--- src/rtl/matrix_mult_seq.sv ---
// matrix_mult_seq: sequential matrix multiplier C = A x B using one
// multiply-accumulate unit, one product per clock.
//
// Ports:
//   clk  - clock, all state changes on the rising edge
//   rst  - asynchronous active-low reset
//   vin  - one-cycle request pulse; A and B are sampled on the same edge
//   A    - rowsA x colsA matrix, row-major, element 0 at the LSB
//   B    - rowsB x colsB matrix, same packing
//   vout - one-cycle pulse when C holds the new result
//   busy - high from the capture edge until the end of the vout cycle
//   C    - rowsA x colsB result, same packing, elements truncated to dsize bits
module matrix_mult_seq #(
    parameter int dsize = 8,
    parameter int rowsA = 3,
    parameter int colsA = 1,
    parameter int rowsB = 1,
    parameter int colsB = 3
) (
    input  logic                         clk,
    input  logic                         rst,
    input  logic                         vin,
    input  logic [rowsA*colsA*dsize-1:0] A,
    input  logic [rowsB*colsB*dsize-1:0] B,
    output logic                         vout,
    output logic                         busy,
    output logic [rowsA*colsB*dsize-1:0] C
);

    localparam int IW = (rowsA > 1) ? $clog2(rowsA) : 1;
    localparam int JW = (colsB > 1) ? $clog2(colsB) : 1;
    localparam int KW = (colsA > 1) ? $clog2(colsA) : 1;
    localparam int PW = 2 * dsize;
    // Wide enough to sum colsA full-width products without wrapping.
    localparam int AW = 2 * dsize + $clog2(colsA + 1);

    typedef enum logic [1:0] {
        IDLE,
        MAC,
        DONE
    } state_t;

    state_t state, state_next;

    logic [dsize-1:0] a_mem       [rowsA][colsA];
    logic [dsize-1:0] b_mem       [rowsB][colsB];
    logic [dsize-1:0] shadow      [rowsA][colsB];
    logic [dsize-1:0] shadow_next [rowsA][colsB];

    logic [rowsA*colsB*dsize-1:0] c_q;
    logic [rowsA*colsB*dsize-1:0] c_next_flat;

    logic [IW-1:0] i;
    logic [JW-1:0] j;
    logic [KW-1:0] k;
    logic [PW-1:0] prod;
    logic [AW-1:0] acc;
    logic [AW-1:0] acc_next;

    logic k_last, j_last, i_last;
    logic elem_done, final_elem;

    // ---------------------------------------------------------------
    // MAC datapath and result assembly
    // ---------------------------------------------------------------
    always_comb begin
        prod       = PW'(a_mem[i][k]) * PW'(b_mem[k][j]);
        acc_next   = ((k == '0) ? '0 : acc) + AW'(prod);
        k_last     = (k == KW'(colsA - 1));
        j_last     = (j == JW'(colsB - 1));
        i_last     = (i == IW'(rowsA - 1));
        elem_done  = (state == MAC) && k_last;
        final_elem = elem_done && j_last && i_last;

        shadow_next = shadow;
        if (elem_done) begin
            shadow_next[i][j] = acc_next[dsize-1:0];
        end

        // Flattened view including the element written this cycle, so the
        // final element reaches C on the same edge that produces it.
        c_next_flat = '0;
        for (int unsigned r = 0; r < rowsA; r++) begin
            for (int unsigned c = 0; c < colsB; c++) begin
                c_next_flat[(r*colsB+c)*dsize +: dsize] = shadow_next[r][c];
            end
        end
    end

    always_ff @(posedge clk or negedge rst) begin
        if (!rst) begin
            for (int unsigned r = 0; r < rowsA; r++) begin
                for (int unsigned c = 0; c < colsA; c++) begin
                    a_mem[r][c] <= '0;
                end
                for (int unsigned c = 0; c < colsB; c++) begin
                    shadow[r][c] <= '0;
                end
            end
            for (int unsigned r = 0; r < rowsB; r++) begin
                for (int unsigned c = 0; c < colsB; c++) begin
                    b_mem[r][c] <= '0;
                end
            end
            c_q <= '0;
            acc <= '0;
            i   <= '0;
            j   <= '0;
            k   <= '0;
        end else begin
            if (state == IDLE && vin) begin
                for (int unsigned r = 0; r < rowsA; r++) begin
                    for (int unsigned c = 0; c < colsA; c++) begin
                        a_mem[r][c] <= A[(r*colsA+c)*dsize +: dsize];
                    end
                end
                for (int unsigned r = 0; r < rowsB; r++) begin
                    for (int unsigned c = 0; c < colsB; c++) begin
                        b_mem[r][c] <= B[(r*colsB+c)*dsize +: dsize];
                    end
                end
                i <= '0;
                j <= '0;
                k <= '0;
            end else if (state == MAC) begin
                acc    <= acc_next;
                shadow <= shadow_next;
                if (k_last) begin
                    k <= '0;
                    if (j_last) begin
                        j <= '0;
                        i <= i_last ? '0 : i + 1'b1;
                    end else begin
                        j <= j + 1'b1;
                    end
                end else begin
                    k <= k + 1'b1;
                end
                if (final_elem) begin
                    c_q <= c_next_flat;
                end
            end
        end
    end

    // ---------------------------------------------------------------
    // Control FSM
    // ---------------------------------------------------------------
    always_ff @(posedge clk or negedge rst) begin
        if (!rst) begin
            state <= IDLE;
        end else begin
            state <= state_next;
        end
    end

    always_comb begin
        state_next = state;
        case (state)
            IDLE:    if (vin) state_next = MAC;
            MAC:     if (final_elem) state_next = DONE;
            DONE:    state_next = IDLE;
            default: state_next = IDLE;
        endcase
    end

    always_comb begin
        vout = (state == DONE);
        busy = (state != IDLE);
        C    = c_q;
    end

endmodule

--- config.mk ---
export PLATFORM = sky130hd
export DESIGN_NAME = matrix_mult_seq
export DESIGN_NICKNAME = d
export VERILOG_FILES = /design/src/rtl/matrix_mult_seq.sv
export SDC_FILE = /design/constraint.sdc
export NUM_CORES = 1
export LEC_CHECK = 0
export CAP_MARGIN = 10
export CORE_UTILIZATION = 30
export DETAILED_ROUTE_END_ITERATION = 6
export GPL_TIMING_DRIVEN = 0
export HOLD_SLACK_MARGIN = 0.03
export SLEW_MARGIN = 20
export SYNTH_ARGS = -nofsm -noshare
export SYNTH_HDL_FRONTEND = slang
export SYNTH_SLANG_ARGS = --single-unit
export TNS_END_PERCENT = 1
--- constraint.sdc ---
create_clock -name clk -period 7.5 [get_ports clk]
set_input_delay 1.5 -clock clk [delete_from_list [all_inputs] [get_ports clk]]
set_output_delay 1.5 -clock clk [all_outputs]
set_load 0.05 [all_outputs]
=== Yosys cells after proc, flatten, opt, wreduce, memory -nomap -nowiden ===
Cells that the tools add are included.

* Logic and storage cells: 87
* Bits in registers: 216
* Bits of input ports: 51
* Output and inout port bits: 74

* Muxes and demuxes: 30
* $add $sub $neg: 4
* Multiply operators: 1
* Equal/unequal tests: 7
* Bitwise operators: 4
* Reductions and logical operators: 15
* $lt $le $gt $ge: 5

{| class="wikitable"
|+ Operator list
! cell !! number
|-
| 72-bit bitwise mux || 1
|-
| 72-bit two-way mux || 1
|-
| 24-bit demux with 2-bit select || 1
|-
| 24-bit two-way mux || 2
|-
| 8-bit two-way mux || 6
|-
| 8-bit binary-select mux with 2-bit select || 2
|-
| 2-bit two-way mux || 11
|-
| 17-bit by 16-bit adder with 17-bit output || 1
|-
| 17-bit two-way mux || 1
|-
| 8-bit demux with 2-bit select || 1
|-
| 8-bit by 8-bit multiplier with 16-bit output || 1
|-
| 2-bit == test, second input constant || 3
|-
| 3-bit >= comparator, second input constant || 2
|-
| 1-bit logical AND || 6
|-
| 3-bit by 1-bit less-than comparator with 1-bit output, second input constant || 2
|-
| 2-bit NOT with 3-bit output || 2
|-
| 2-bit AND reduction || 3
|-
| 3-bit AND reduction || 2
|-
| 2-bit nonzero test || 3
|-
| 2-bit by 1-bit adder with 2-bit output, second input constant || 2
|-
| 2-bit inequality test, second input constant || 2
|-
| 2-bit one-hot mux with 2 select lines || 1
|-
| 1-bit two-way mux || 3
|-
| 2-bit by 1-bit == test with 1-bit output, second input constant || 1
|-
| other kinds (5) || 6
|}

=== Depth between registers and ports, before layout ===
Gate-level depths: netlist (run 1).

* Depth after elaboration: 9
* Gate-level depth with buffers: 21
* Mapped depth without buffers: 19

=== Worst setup path after synthesis (run 1) ===
No wires, ideal clock.

* Path type: register -> register
* Start: reg j[0]
* End: reg shadow[23] (netlist bit)
* Cell stages (with the launch flop): 19
* Library setup time: 0.129 ns
* Clock period less this slack: 4.539 ns
* Arrival: 4.410 ns
* Path buffers: 2
* Data required time: 7.371 ns
* Slack: 2.961 ns
* Cells stage by stage: dfrtp_1 -> buf_6 -> buf_2 -> mux2i_1 -> nor2_1 -> a21oi_1 -> or2_2 -> fa_1 -> inv_1 -> ha_1 -> fa_1 -> inv_1 -> fa_1 -> inv_1 -> ha_1 -> a21oi_1 -> xnor3_1 -> xnor3_2 -> o21ai_2

* Word-level cells in the longest chain between the ends: 9
* Elaborated cells between the ends (all ways): 15
* Those cells by class: add/sub: 1; mul: 1; order compare: 2; mux: 9; bitwise: 1; reduce/logical: 1

{| class="wikitable"
|+ RTL lines
! item !! RTL line !! source
|-
| start: declaration || 54 || <nowiki>logic [JW-1:0] j;</nowiki>
|-
| start signal: assignment || 134 || <nowiki>j <= j + 1'b1;</nowiki>
|-
| 2-bit NOT with 3-bit output (not written as such) (*) || 67, 77 ||
|-
| branches (longest 6 deep; another with 17-bit by 16-bit adder with 17-bit output) || - ||
|-
| 72-bit bitwise mux (*) || 77 || <nowiki>shadow_next[i][j] = acc_next[dsize-1:0];</nowiki>
|-
| 72-bit two-way mux (*) || 76 || <nowiki>if (elem_done) begin</nowiki>
|-
| end signal: assignment || 127 || <nowiki>shadow <= shadow_next;</nowiki>
|-
| end: declaration || 47 || <nowiki>logic [dsize-1:0] shadow [rowsA][colsB];</nowiki>
|}

Every way passes the cells marked *. The select of a mux whose other input is x is not followed.
A chain may end at the register's enable or synchronous reset.

=== Worst setup path after layout (run 1) ===
* Start: reg j[0]
* End: reg c_q[22] (netlist: C[22])

* Word-level cells in the longest chain between the ends: 9
* Elaborated cells between the ends (all ways): 19
* Those cells by class: add/sub: 1; mul: 1; order compare: 2; eq/ne: 1; mux: 9; bitwise: 1; reduce/logical: 4

{| class="wikitable"
|+ RTL lines
! item !! RTL line !! source
|-
| branches (longest 9 deep; another with 17-bit by 16-bit adder with 17-bit output) || - ||
|-
| end signal: assignment || 140 || <nowiki>c_q <= c_next_flat;</nowiki>
|-
| end: declaration || 50 || <nowiki>logic [rowsA*colsB*dsize-1:0] c_q;</nowiki>
|}

Parallel ways; which one is timed is not known. The select of a mux whose other input is x is not followed.

==> flow_summary.yaml, run 1 <==
synthesis:
  synth_nets: 807
  synthAdderAreaFrac_pct: 5.69
  ys_top_cells_by_area: "dfrtp_1 (57%), mux2_2 (14%), nand2_1 (7.6%)"
  synth_cell_types: 36
  synth_top_family_by_area: "multiplexers"
  syn_area_um2: 8410
  synthSimpleGateAreaFrac_pct: 11.6
  synth_warnings: 0
  synthMuxAreaShare_pct: 15.4
  synth_flop_cell: "dfrtp_1"
  synth_compound_gate_area_share_pct: 5.51
  yosys.cell_count.top_type: "dfrtp_1"
  synth_top_area_share_pct: 56.6
  ys_ff_latch: 190
  ys_top_cells_by_count: "dfrtp_1 (190), nand2_1 (171), mux2_2 (101), nor2_1 (41), o21ai_0 (36)"
  yosysTopAreaCell: "dfrtp_1"
  async_reset_ff_share_pct: 100
  synth_edf_count: 0
  synth-xor-area-share_pct: 1.86
  synth_cells: 725
  syn_avg_cell_area_um2: 11.6
  ys_seq_area_share_pct: 56.6
clock_tree:
  cts-root-buf: "clkbuf_16"
  cts_tree: "done"
  clkLatencyLatePin_ns: 0.44
  cts_buffer_depth: 2
  postCtsSetupBuffers: 0
  cts_buffers: 17
  h-tree-depth: 4
  cts_hold_buf: 0
  clk_pin_slew_ns: 0.07
  cts_resized: 0
  cts_sinks: 190
floorplanning:
  die-area_um2: 28700
  die_x_um: 169
  coreArea_um2: 27300
  initial_core_util_pct: 30.8
  io-pin-count: 125
  die_h_um: 169
  rows: 60
worst_setup_path:
  worst_r2r_startpoint: "j[0]"
  crit_arrival_ns: 5.79
  worstSetupEndpointType: "flop"
  rrSetupSlack_ns: 2.04
  cp_top_family: "adder cells"
  rr_worst_depth: 17
  required_ns: 7.83
  critical_path_class: "reg -> reg"
  path_depth: 17
  crit_start: "j[0]"
  crit_chain: "buf_6 -> buf_2 -> mux2i_1 -> nor2_1 -> a21oi_1 -> or2_2 -> fa_1 -> inv_1 -> ha_1 -> fa_1 -> inv_1 -> fa_1 -> inv_1 -> ha_1 -> xor2_1 -> o21ai_0 -> mux2_2"
  crit_path_start_kind: "flop"
  cp_slowest_cell: "xor2_1"
  r2r-end: "C[22]"
  worst-path-max-fanout: 10
  path_buf_inv: 5
  critPathMaxStageDelay_ns: 0.82
  crit_end: "C[22]"
sta:
  clock_skew_ns: 0.0153
  fmax_mhz: 183
  drv_slew: 0
  min_period_ns: 5.46
  worst_slack_ns: 2.04
  rsz0062_at_grt: "false"
  period_share_pct: 72.8
  tightest_slew_ns: 1.03
  slew_headroom_pct: 31.4
  hold_viol_final: 0
  whs_ns: 0.474
  setup_viol: 0
finish:
  antenna_cells: 0
  final_nets: 952
  drive_gt1_share_pct: 19.4
  syn_to_final_growth_pct: 28.5
  nFillCells: 2642
global_route:
  grt_usage_pct: 14.9
  grt_max_degree: 98
  first_global_vias: 5777
  antenna_found_initial: 1
  grt_first_pass_wirelength_um: 32100
  grt-ovfl-total: 0
outcome:
  run_status: "finished, final reports clean"
worst_hold_path:
  min_path_type: "reg -> reg"
  hold_path.startpoint: "shadow[71]"
route:
  wl_per_cell_um: 15.8
  final_antenna_net_count: 0
  vias: 5534
  drc: 0
  finalWirelength_um: 19900
  vias_per_cell: 4.41
  drtIter0Drc: 253
  drt_first_pass_iters: 4
placement:
  post-dp-hpwl_um: 14000
  routabilityCongestion: 0.805
  place_ws_ns: 1.98
  portBuffers: 124
flow_run:
  drv_cap: 0
==> layout by cell type (no fill, tap or decap), types with 7 or more instances in the layout <==
cell,Yosys,layout
dfrtp_1,190,190
xnor2_1,7,7
mux2i_1,16,16
or2_2,7,7
nand2_1,171,171
inv_1,26,26
clkdlybuf4s50_1,0,123
nor2_1,41,41
ha_1,19,19
buf_1,9,9
clkbuf_16,0,17
mux2_2,101,101
fa_1,12,12
clkbuf_1,17,18
clkinv_8,0,7
a21oi_1,11,11
o21ai_2,9,9
o21ai_0,36,36
==> how the worst min path moves through the flow <==
stage          cells past startpoint         end  slack [ns]
6_report                           2  shadow[71]        0.47
5_1_grt                            2  shadow[71]        0.50
4_1_cts                            2  shadow[15]        0.47
3_5_place_dp                       2  shadow[15]        0.45
3_3_place_gp                       2  shadow[15]        0.45
2_1_floorplan                      2  shadow[15]        0.44
==> layer usage <==
metal | global-route usage, % | vias to the layer above | share of wire, %
li1 | - | 2688 | -
met1 | 20.1 | 2738 | 47
met2 | 24.0 | 90 | 47
met3 | 2.92 | 18 | 4.4
met4 | 4.94 | 0 | 1.3
met5 | 0 | - | 0
==> sequential cells by signal, summed over array words and instances, names as in the netlist <==
signal	cells
a_mem	24
shadow	64
i	2
j	2
b_mem	24
C	72
state	2
==> cells by family after synthesis <==
| logic type | Yosys count |
|---|---|
| AND/OR/NAND/NOR | 239 |
| multiplexers | 117 |
| AO/OA/AOI/OAI | 71 |
| XOR/XNOR | 13 |
| adder cells (fa/ha/maj) | 31 |
| flip-flops | 190 |
| buffers and inverters | 64 |
==> worst min-delay path, delay by kind of cell, from the launching register on <==
family	cells	cell delay (ns)
AOI/OAI and AO/OA	1	0.05
and+or+nand+nor	1	0.07
DFF	1	0.33
==> cell type report <==
type	count	area, µm²	area share [%]
Clock inverter	14	200	1.85
Multi-Input combinational cell	471	3370	31.2
Inverter	27	101	0.938
Buffer	37	183	1.69
Clock buffer	18	429	3.97
Sequential cell	190	4750	44.0
Timing Repair Buffer	126	1300	12.0
Tap cell	372	465	4.31
==> per-stage QoR <==
step / TNS (ns) / area, µm² / util [%] / instances
after global routing: 0 / 10800 / 39.6 / 1255
after global placement: -607.51 / 10100 / 37.1 / 1221
after CTS: 0 / 10800 / 39.6 / 1255
after floorplan: 0 / 8410 / - / 725
after detailed placement: 0 / 10200 / 37.3 / 1223
final: 0 / 10800 / 39.6 / 1255
Power of run 1 is left out: the tool's default activity adds up to more than one toggle a clock period on the data nets, which glitch-free logic cannot reach.
==> run 2, diff against run 1 <==
- clock period: 7.5 -> 5.1 ns (I/O delays scaled with it)
==> run 2 against run 1 <==
Worst setup slack worse by 1.8 ns. Utilization is 0.25 points higher. Critical path type unchanged. Cell count up 0.16%. Clock-buffer cell count unchanged. First-iteration DRC count shrank 18%. Final area increased by 0.64%. Register-to-register slack got worse by 1.8 ns. Largest cell class unchanged. Non-clock buffer count rose by 2. Clock skew shrank 0.00056 ns.
==> flow_summary.yaml, run 2 (synthesis results as in run 1) <==
worst_hold_path:
  whs_path_depth: 2
  min_path_type: "reg -> reg"
  hold_end: "C[57]"
  hold_path.startpoint: "C[57]"
outcome:
  run_status: "finished, final reports clean"
sta:
  tightest_slew_ns: 0.667
  hold_viol_final: 0
  min_period_ns: 4.85
  slew_headroom_pct: 55.5
  period_share_pct: 95.2
  finalSetupTns_ns: 0
  clock_skew_ns: 0.0148
  drv_slew: 0
  setup_viol: 0
  fmax_mhz: 206
worst_setup_path:
  crit_arrival_ns: 5.22
  worstSetupEndpointType: "flop"
  worst-path-max-fanout: 10
  required_ns: 5.47
  cp_slowest_cell: "fa_1"
  crit_chain: "buf_6 -> buf_4 -> mux2i_1 -> nor2_1 -> a21oi_2 -> or2_2 -> fa_1 -> inv_1 -> ha_1 -> fa_1 -> inv_1 -> fa_1 -> inv_1 -> ha_2 -> a21oi_2 -> xnor3_1 -> xnor3_2 -> buf_12 -> o21ai_2"
  cp_top_family: "adder cells"
  rr_worst_depth: 19
  crit_path_start_kind: "flop"
  worst_r2r_startpoint: "j[0]"
  rrSetupSlack_ns: 0.25
  critPathMaxStageDelay_ns: 0.54
  critical_path_class: "reg -> reg"
  r2r-end: "shadow[55]"
  path_buf_inv: 6
route:
  finalWirelength_um: 20000
  wl_per_cell_um: 15.9
  drc: 0
  vias_per_cell: 4.44
  vias: 5587
  drtIter0Drc: 208
  final_antenna_net_count: 0
  drt_first_pass_iters: 4
global_route:
  grt-ovfl-total: 0
  grt_usage_pct: 14.9
  grt_max_degree: 98
  grt_first_pass_wirelength_um: 32100
  antenna_found_initial: 1
  first_global_vias: 5784
placement:
  post-dp-hpwl_um: 14000
  routabilityCongestion: 0.805
  portBuffers: 124
floorplanning:
  rows: 60
  die-area_um2: 28700
  initial_core_util_pct: 30.8
  die_x_um: 169
  io-pin-count: 125
  coreArea_um2: 27300
  die_h_um: 169
finish:
  final_nets: 954
  antenna_cells: 0
  syn_to_final_growth_pct: 29.3
  fin_util_pct: 39.9
  drive_gt1_share_pct: 20.5
  largest_register_ffs: 72
  final_common_cell: "dfrtp_1"
  ff_latch_area_um2: 4760
  nFillCells: 2637
  multi_input_area_um2: 3400
  final_cell_mix: "dfrtp_1 (189), nand2_1 (171), clkdlybuf4s50_1 (123)"
clock_tree:
  cts_buffers: 17
  clk_pin_slew_ns: 0.08
  h-tree-depth: 4
  clkLatencyLatePin_ns: 0.44
  cts_buffer_depth: 2
  cts_sinks: 190
  cts-root-buf: "clkbuf_16"
  cts_tree: "done"
  cts_hold_buf: 0
flow_run:
  drv_cap: 0
==> run 2: how the worst max path moves through the flow <==
stage	cells after the start	end	startpoint
after detailed placement	17	C[22]	j[0]
after global placement	1	C[22]	rst
after global routing	22	shadow[15]	j[0]
after CTS	18	shadow[55]	j[0]
after floorplan	18	shadow[47]	j[0]
final	19	shadow[55]	j[0]
==> run 2: through the flow <==
step / setup WS (ns) / hold WS [ns] / instances / cell area [µm²]
3_5_place_dp: -0.416 / 0.455 / 1223 / 10200
4_1_cts: 0.0300 / 0.473 / 1255 / 10800
3_3_place_gp: -5.13 / 0.452 / 1221 / 10100
6_report: 0.247 / 0.474 / 1257 / 10900
2_1_floorplan: 0.561 / 0.440 / 725 / 8410
5_1_grt: -0.0148 / 0.496 / 1257 / 10900
==> run 2: repair_timing <==
action / CTS / global route
endpoints found under the hold margin: 0 / 0
gates resized for setup: 3 / 9
buffers inserted: 0 / 2
endpoints found under the setup margin: 28 / 25
==> run 2: worst min-delay path, stage by stage (launching register included) <==
cell	delay [ns]
dfrtp_1	0.35
nand2_1	0.05
nand2_1	0.05
==> run 2: per-layer routing <==
metal / global-route usage, % / routed length [µm]
met1: 20.1 / 9580
met2: 24.0 / 9480
met3: 2.92 / 679
met4: 4.94 / 241
met5: 0 / 0
==> run 2: area by class of cell <==
| class | count | share of cell area, % |
|---|---|---|
| Tap cell | 372 | 4.28 |
| Multi-Input combinational cell | 471 | 31.3 |
| Buffer | 37 | 1.71 |
| Clock buffer | 18 | 3.95 |
| Sequential cell | 190 | 43.7 |
| Inverter | 27 | 0.932 |
| Clock inverter | 14 | 1.84 |
| Timing Repair Buffer | 128 | 12.2 |
Power of run 2 is left out for the same reason.
==> run 3, diff against run 2 <==
- PLACE_DENSITY: not set -> 0.53
==> run 3 against run 2 <==
Cell count is 0.16% lower. Register-to-register slack better by 0.02 ns. Routed wire length is 0.22% higher. Critical path depth stayed put. Clock skew is 0.0028 ns higher. Fmax is 0.36% higher. Die area stayed put.
==> flow_summary.yaml, run 3 (synthesis results as in run 1) <==
outcome:
  run_status: "finished, final reports clean"
clock_tree:
  cts-root-buf: "clkbuf_16"
  clk_pin_slew_ns: 0.08
  cts_buffers: 17
  cts_tree: "done"
  cts_buffer_depth: 2
  h-tree-depth: 4
  cts_hold_buf: 0
  clkLatencyLatePin_ns: 0.45
  cts_sinks: 190
floorplanning:
  initial_core_util_pct: 30.8
  coreArea_um2: 27300
  die-area_um2: 28700
  io-pin-count: 125
  rows: 60
  die_x_um: 169
  die_h_um: 169
global_route:
  use_met3_pct: 2.94
  first_global_vias: 5752
  grt_first_pass_wirelength_um: 32400
  grt-busiest-layer: "met2"
  grt_use_met1_pct: 21.0
  grt.met2_usage_pct: 23.3
  grt_usage_pct: 15.0
  grt-ovfl-total: 0
  antenna_found_initial: 0
  grt_max_degree: 97
worst_setup_path:
  crit_arrival_ns: 5.19
  critPathMaxStageDelay_ns: 0.54
  critical_path_class: "reg -> reg"
  cp_slowest_cell: "fa_1"
  worst-path-max-fanout: 10
  worstSetupEndpointType: "flop"
  required_ns: 5.46
  crit_path_start_kind: "flop"
  crit_chain: "buf_6 -> clkbuf_4 -> mux2i_1 -> nor2_2 -> a21oi_4 -> or2_2 -> fa_1 -> inv_1 -> ha_1 -> fa_1 -> inv_1 -> fa_1 -> inv_1 -> ha_2 -> a21oi_2 -> xnor3_1 -> xnor3_2 -> buf_12 -> o21ai_2"
finish:
  finalInstanceArea_um2: 10900
  largest_register_ffs: 72
  final_common_cell: "dfrtp_1"
  antenna_cells: 0
  ff_latch_area_um2: 4760
  final_cell_mix: "dfrtp_1 (189), nand2_1 (171), clkdlybuf4s50_1 (123)"
  syn_to_final_growth_pct: 29.3
  multi_input_area_um2: 3410
  drive_gt1_share_pct: 20.5
  final_nets: 952
  nFillCells: 2643
placement:
  portBuffers: 124
  place_area_um2: 10200
  routabilityCongestion: 0.788
  post-dp-hpwl_um: 14100
sta:
  hold_viol_final: 0
  whs_ns: 0.339
  tightest_slew_ns: 0.691
  setup_viol: 0
  min_period_ns: 4.84
  clock_skew_ns: 0.0175
  slew_headroom_pct: 54.0
  period_share_pct: 94.8
  fmax_mhz: 207
  drv_slew: 0
route:
  vias: 5474
  final_antenna_net_count: 0
  finalWirelength_um: 20000
  drtIter0Drc: 202
  drt_first_pass_iters: 4
  vias_per_cell: 4.36
  wl_per_cell_um: 16.0
  drc: 0
worst_hold_path:
  min_path_type: "in -> async"
flow_run:
  drv_cap: 0
==> run 3: final cells by class <==
type	count	area share (%)
Clock inverter	15	1.93
Multi-Input combinational cell	471	31.4
Inverter	27	0.932
Buffer	36	1.67
Tap cell	372	4.28
Timing Repair Buffer	127	12.2
Sequential cell	190	43.7
Clock buffer	17	3.91
==> run 3: per-stage QoR <==
stage / util, % / setup WS, ns / setup TNS (ns) / cells
global placement: 37.1 / -5.29 / -1008.67 / 1221
finish: 39.9 / 0.264 / 0 / 1255
CTS: 39.7 / 0.000880 / 0 / 1255
detailed placement: 37.3 / -0.505 / -6.76 / 1223
global route: 39.9 / -0.00801 / -0.0108 / 1255
floorplan: - / 0.561 / 0 / 725
==> run 3: worst paths after layout <==
path,start,endpoint,slack [ns],cells past startpoint
min in group clk,shadow[71],shadow[71],0.47,2
worst max register to register,j[0],shadow[23],0.26,19
worst min register to register,shadow[71],shadow[71],0.47,2
worst min-delay path,rst,C[61],0.34,1
worst max-delay path,j[0],shadow[23],0.26,19
max in group asynchronous,rst,shadow[58],3.66,3
==> run 3: routing by layer <==
layer | share of wire (%) | up-vias | wire, µm
met2 | 45 | 85 | 9110
met3 | 3.2 | 19 | 649
met1 | 50 | 2680 | 9970
li1 | - | 2690 | -
met5 | 0 | - | 0
met4 | 1.5 | 0 | 298
==> run 3: critical path, delay by kind of cell, from the launching register on <==
kind                     cells  cell delay, ns
AO/OA/AOI/OAI                3            0.34
XOR/XNOR                     2            0.57
adder cells (fa/ha/maj)      5            2.17
buffers and inverters        6            0.68
flip-flops                   1            0.38
multiplexers                 1            0.15
AND/OR/NAND/NOR              2            0.45
==> run 3: timing repair <==
action                                  4_1_cts  5_1_grt
pin swaps                                     0        0
setup buffers                                 0        1
resized for setup                             2       10
endpoints found under the setup margin       30       28
Power of run 3 is left out for the same reason.
